===== config.mk =====
export PLATFORM = sky130hd
export DESIGN_NAME = pc_fetch_unit
export DESIGN_NICKNAME = d
export VERILOG_FILES = /design/src/rtl/pc_fetch_unit.sv
export SDC_FILE = /design/constraint.sdc
export NUM_CORES = 1
export LEC_CHECK = 0
export ABC_AREA = 1
export CAP_MARGIN = 15
export CORE_UTILIZATION = 39
export DETAILED_ROUTE_END_ITERATION = 8
export PLACE_DENSITY = 0.76
export REMOVE_ABC_BUFFERS = 1
export SLEW_MARGIN = 20
export SYNTH_ARGS = -nofsm -noshare
export SYNTH_HDL_FRONTEND = slang
export SYNTH_SLANG_ARGS = --single-unit

===== constraint.sdc =====
create_clock -name clk -period 1.67 [get_ports clk]
set_input_delay 0.334 -clock clk [delete_from_list [all_inputs] [get_ports clk]]
set_output_delay 0.334 -clock clk [all_outputs]
set_load 0.02 [all_outputs]

===== src/rtl/pc_fetch_unit.sv =====
// pc_fetch_unit: program counter and instruction-fetch sequencer for
// KGPminiRISC. Issues one imem read per instruction, waits out the memory
// latency, presents the instruction with a valid/ack handshake, and on
// retirement loads the branch unit's next PC and bumps the retire counter.
module pc_fetch_unit #(
  parameter logic [31:0] RESET_PC = 32'h0000_0000,
  parameter int          IMEM_LAT = 1,   // legal 1..4
  parameter int          IMEM_AW  = 10
) (
  input  logic               clk,
  input  logic               rst,
  input  logic [31:0]        pc_next,
  input  logic               instr_ack,
  input  logic               halt,
  input  logic [31:0]        imem_rdata,
  output logic               imem_en,
  output logic [IMEM_AW-1:0] imem_addr,
  output logic [31:0]        instr,
  output logic               instr_valid,
  output logic [31:0]        pc,
  output logic [31:0]        pc_incremented,
  output logic [31:0]        instr_count,
  output logic               misalign_err,
  output logic               halted
);

  typedef enum logic [1:0] {
    S_FETCH,
    S_WAIT,
    S_VALID,
    S_HALT
  } state_t;

  // Latency counter preload: WAIT lasts exactly IMEM_LAT cycles, ending on cnt==0.
  localparam logic [1:0] CNT_INIT = 2'(IMEM_LAT - 1);

  state_t     state;
  state_t     state_nxt;
  logic [1:0] cnt;
  logic       accept;

  // Retirement happens only on an ack while an instruction is being presented.
  assign accept = (state == S_VALID) && instr_ack;

  // State register.
  // NOTE: sequential state uses non-blocking (<=) so every flop samples
  // pre-edge values; blocking here would create order-dependent races.
  always_ff @(posedge clk) begin
    if (rst) state <= S_FETCH;
    else     state <= state_nxt;
  end

  // Next-state and FSM-decoded outputs.
  // NOTE: every output gets a default before the case; without it a path
  // that leaves one unassigned would infer a latch.
  always_comb begin
    state_nxt   = state;
    imem_en     = 1'b0;
    instr_valid = 1'b0;
    halted      = 1'b0;
    unique case (state)
      S_FETCH: begin
        imem_en   = ~rst;
        state_nxt = S_WAIT;
      end
      S_WAIT: begin
        if (cnt == 2'd0) state_nxt = S_VALID;
      end
      S_VALID: begin
        instr_valid = 1'b1;
        if (accept) state_nxt = halt ? S_HALT : S_FETCH;
      end
      S_HALT: begin
        halted = 1'b1;
      end
      default: state_nxt = S_FETCH;
    endcase
  end

  // Datapath: latency counter, instruction capture, PC update, retire counter.
  always_ff @(posedge clk) begin
    if (rst) begin
      pc           <= RESET_PC;
      instr        <= 32'd0;
      instr_count  <= 32'd0;
      misalign_err <= 1'b0;
      cnt          <= 2'd0;
    end else begin
      unique case (state)
        S_FETCH: cnt <= CNT_INIT;
        S_WAIT: begin
          if (cnt == 2'd0) instr <= imem_rdata;
          else             cnt   <= cnt - 2'd1;
        end
        S_VALID: begin
          if (accept) begin
            instr_count <= instr_count + 32'd1;
            // A HALT retires in place: pc keeps pointing at the HALT.
            if (!halt) begin
              pc <= {pc_next[31:2], 2'b00};
              if (pc_next[1:0] != 2'b00) misalign_err <= 1'b1;
            end
          end
        end
        default: ;
      endcase
    end
  end

  // Word address into imem; higher PC bits are left to the memory to wrap.
  assign imem_addr      = pc[IMEM_AW+1:2];
  assign pc_incremented = pc + 32'd4;

endmodule


==> flow_metrics.tcl <==
set metrics [dict create \
    status "finished with violations" \
    violations "negative setup slack" \
    min_to "cnt[0]$_SDFFE_PP0P_" \
    crit_required_ns 1.34 \
    antenna_found_initial 0 \
    ys_ff_latch 99 \
    synth_edf_count 0 \
    synth.area.top_cells "dfxtp_1 (40%), nor2_1 (15%), nand2_1 (8.9%)" \
    setup-violations-final 27 \
    netlist_instances 734 \
    synth_top_area_share_pct 39.96 \
    pwr-share-clk_pct 27.6 \
    combPwrFrac_pct 36.9 \
    reg2reg_to "instr_count[21]$_SDFFE_PP0P_" \
    rsz0062_at_grt "yes" \
    r2r_cells 11 \
    p_leak_nw 4.310 \
    period_share_pct 129.2 \
    synthFlopType "dfxtp_1" \
    fin_util_pct 70.35 \
    placed_cells 1159 \
    vias 5823 \
    die_w_um 114.8 \
    powerDensity_mw_per_mm2 992.2 \
    io_pins 210 \
    grt_max_degree 53 \
    cts_inserted_buffers 9 \
    rows 40 \
    cts.htree.levels 3 \
    drv_slew 0 \
    critPathLaunchType "flip-flop" \
    layout-drive-gt1-share_pct 27.41 \
    worstSkewPairLatency_ns 0.35 \
    fill_cells 986 \
    drc 0 \
    routed_wl_um 17580 \
    cts.sink_count 99 \
    grt_pass1_wl_um 24920 \
    die_area_sq_mm 0.01317 \
    grt_util_all_layers_pct 24.28 \
    clk_pin_slew_ns 0.07 \
    yosysSeqAreaShare_pct 39.96 \
    intPower_mw 5.633 \
    fin_cells 1186 \
    critPathKind "reg2out" \
    final_area_sq_mm 0.008591 \
    min_path_type "reg2reg" \
    synth_warnings 0 \
    power_switching_mw 2.891 \
    final-hold-violation-count 0 \
    finalClockSkew_ns 0.008969 \
    place_ws_ns -0.6562 \
    switching_share_pct 33.92 \
    drv_cap 0 \
    postSynthAreaPerCell_sq_um 6.757 \
    synth_common_cells "nor2_1 (194), nand2_1 (117), dfxtp_1 (99), o21ai_0 (80), inv_1 (68)" \
    holdCritStartpoint "cnt[0]$_SDFFE_PP0P_" \
    viasPerCell 4.910 \
    rr_startpoint "state[0]$_SDFFE_PP0P_" \
    antenna_cells 0 \
    drtPass1Iterations 5 \
    synth_most_common_cell "nor2_1" \
    fin_nets 1088 \
    ys_types 32 \
    syn-cell-area_sq_mm 0.004960 \
    cts_hold_buf 0 \
    ant_nets 0 \
    clock.fmax_ghz 0.4634 \
    seq_area_sq_mm 0.002028 \
    drt-initial-drc-count 353 \
    final.setup.tns_ns -9.885 \
    hpwl_um 11640 \
    die_h_um 114.8 \
    p_total_mw 8.524 \
    cts-root-buf "clkbuf_16" \
    multi_input_area_sq_mm 0.002980 \
    synth_top_area_cell "dfxtp_1" \
    grt_pass1_vias 5187 \
    finalWorstSetupSlack_ns -0.4880 \
    port_buffers 205 \
    cp_max_fo 4 \
    coreArea_sq_mm 0.01221 \
    start_util_pct 40.61 \
    vdd_ir_drop_max_mv 0.8812 \
    place_congestion 0.8843 \
    max-clock-path-buffers 2 \
    wl_per_cell_um 14.83 \
    cp-end-kind "primary output" \
    layout_min_cycle_time_ns 2.158 \
    cts_tree "done" \
    r2r_slack_ns 0.11 \
    worstPathArrival_ns 1.82 \
    hold_ws_ns 0.4479 \
    placed_area_sq_mm 0.007725 \
    area_delta_synth_final_pct 73.21 \
    async_reset_ff_share_pct 0 \
    holdPathStages 1 \
    grt-ovfl-total 0 \
    seqPwrFrac_pct 35.5 \
]
==> area by class of cell <==
cell class | count | share of cell area [%]
timing repair buffer | 301 | 32.14
multi-input combinational | 532 | 34.69
sequential | 99 | 23.61
clock inverter | 3 | 0.8010
inverter | 70 | 3.160
clock buffer | 13 | 3.146
tap | 168 | 2.447
==> registers in the layout, indices dropped and copies added (netlist names) <==
name and flops:
state 2, cnt 2, pc 30, instr 32, misalign_err 1, instr_count 32
==> repair_timing <==
item | CTS | global route
pin swaps | 29 | 47
resized for setup | 291 | 134
setup endpoints to repair | 126 | 89
gates cloned | 0 | 0
buffers inserted | 5 | 6
==> placed cells by master (no fill, tap or decap), drive strengths merged, types with 2 or more instances in the layout <==
cell type and instances:
conb 4, a21oi 20, dfxtp 99, ha 7
nor3 14, dlygate4sd2 72, buf 126, nand4 14
nor2 207, clkinv 2, bufinv 2, nand3b 3
clkdlybuf4s50 87, nand3 28, o21ai 81, xor2 14
xnor2 13, o21a 2, nand2 121, dlymetal6s2s 14
clkbuf 14, inv 69
==> critical path, stage by stage, from the launching register on <==
cell and delay (ns):
dfxtp_2 0.36, ha_4 0.15, nand2_2 0.06, inv_2 0.09, nand3_4 0.09, nor2_4 0.17, nand2_2 0.11, nor2_4 0.11
xor2_1 0.16, buf_4 0.16
==> power groups by stage <==
stage / Clock, mW / Combinational, mW / Sequential [mW]
after detailed placement: 0 / 3.18 / 3.04
after floorplan: 0 / 0.985 / 3.56
after global placement: 0 / 3.16 / 3.02
after CTS: 2.40 / 3.11 / 3.00
final: 2.35 / 3.15 / 3.02
after global routing: 2.49 / 3.46 / 3.06
==> worst max path at each step <==
stage / startpoint / end / slack (ns) / cells past startpoint
2_1_floorplan: state[0]$_SDFFE_PP0P_ / pc[10]$_SDFFE_PP0P_ / -0.60 / 7
3_3_place_gp: pc[2]$_SDFFE_PP0P_ / pc_incremented[24] / -0.58 / 10
5_1_grt: pc[2]$_SDFFE_PP0P_ / pc_incremented[18] / -0.59 / 9
3_5_place_dp: pc[2]$_SDFFE_PP0P_ / pc_incremented[24] / -0.66 / 10
6_report: pc[3]$_SDFFE_PP0P_ / pc_incremented[18] / -0.49 / 9
4_1_cts: pc[3]$_SDFFE_PP0P_ / pc_incremented[16] / -0.43 / 9
==> cell families (layout without fill, tap and decap cells) <==
family          count (synthesis)  after routing  share of synthesized area [%]
buf+inv                       106            387                          9.283
simple gates                  388            388                          33.22
xor+xnor                       27             27                          4.768
compound gates                106            106                          10.92
flops                          99             99                          39.96
other cells                     1              4                        0.07561
fa+ha+maj                       7              7                          1.766
==> routing by layer <==
layer	GRT usage (%)	vias up	share of wire [%]
met2	43.11	262	50
met1	27.13	2638	38
met5	0	-	0
met3	8.540	49	8.8
li1	-	2874	-
met4	7.965	0	3.4
Note: power is estimated with default switching activity, not from simulation.
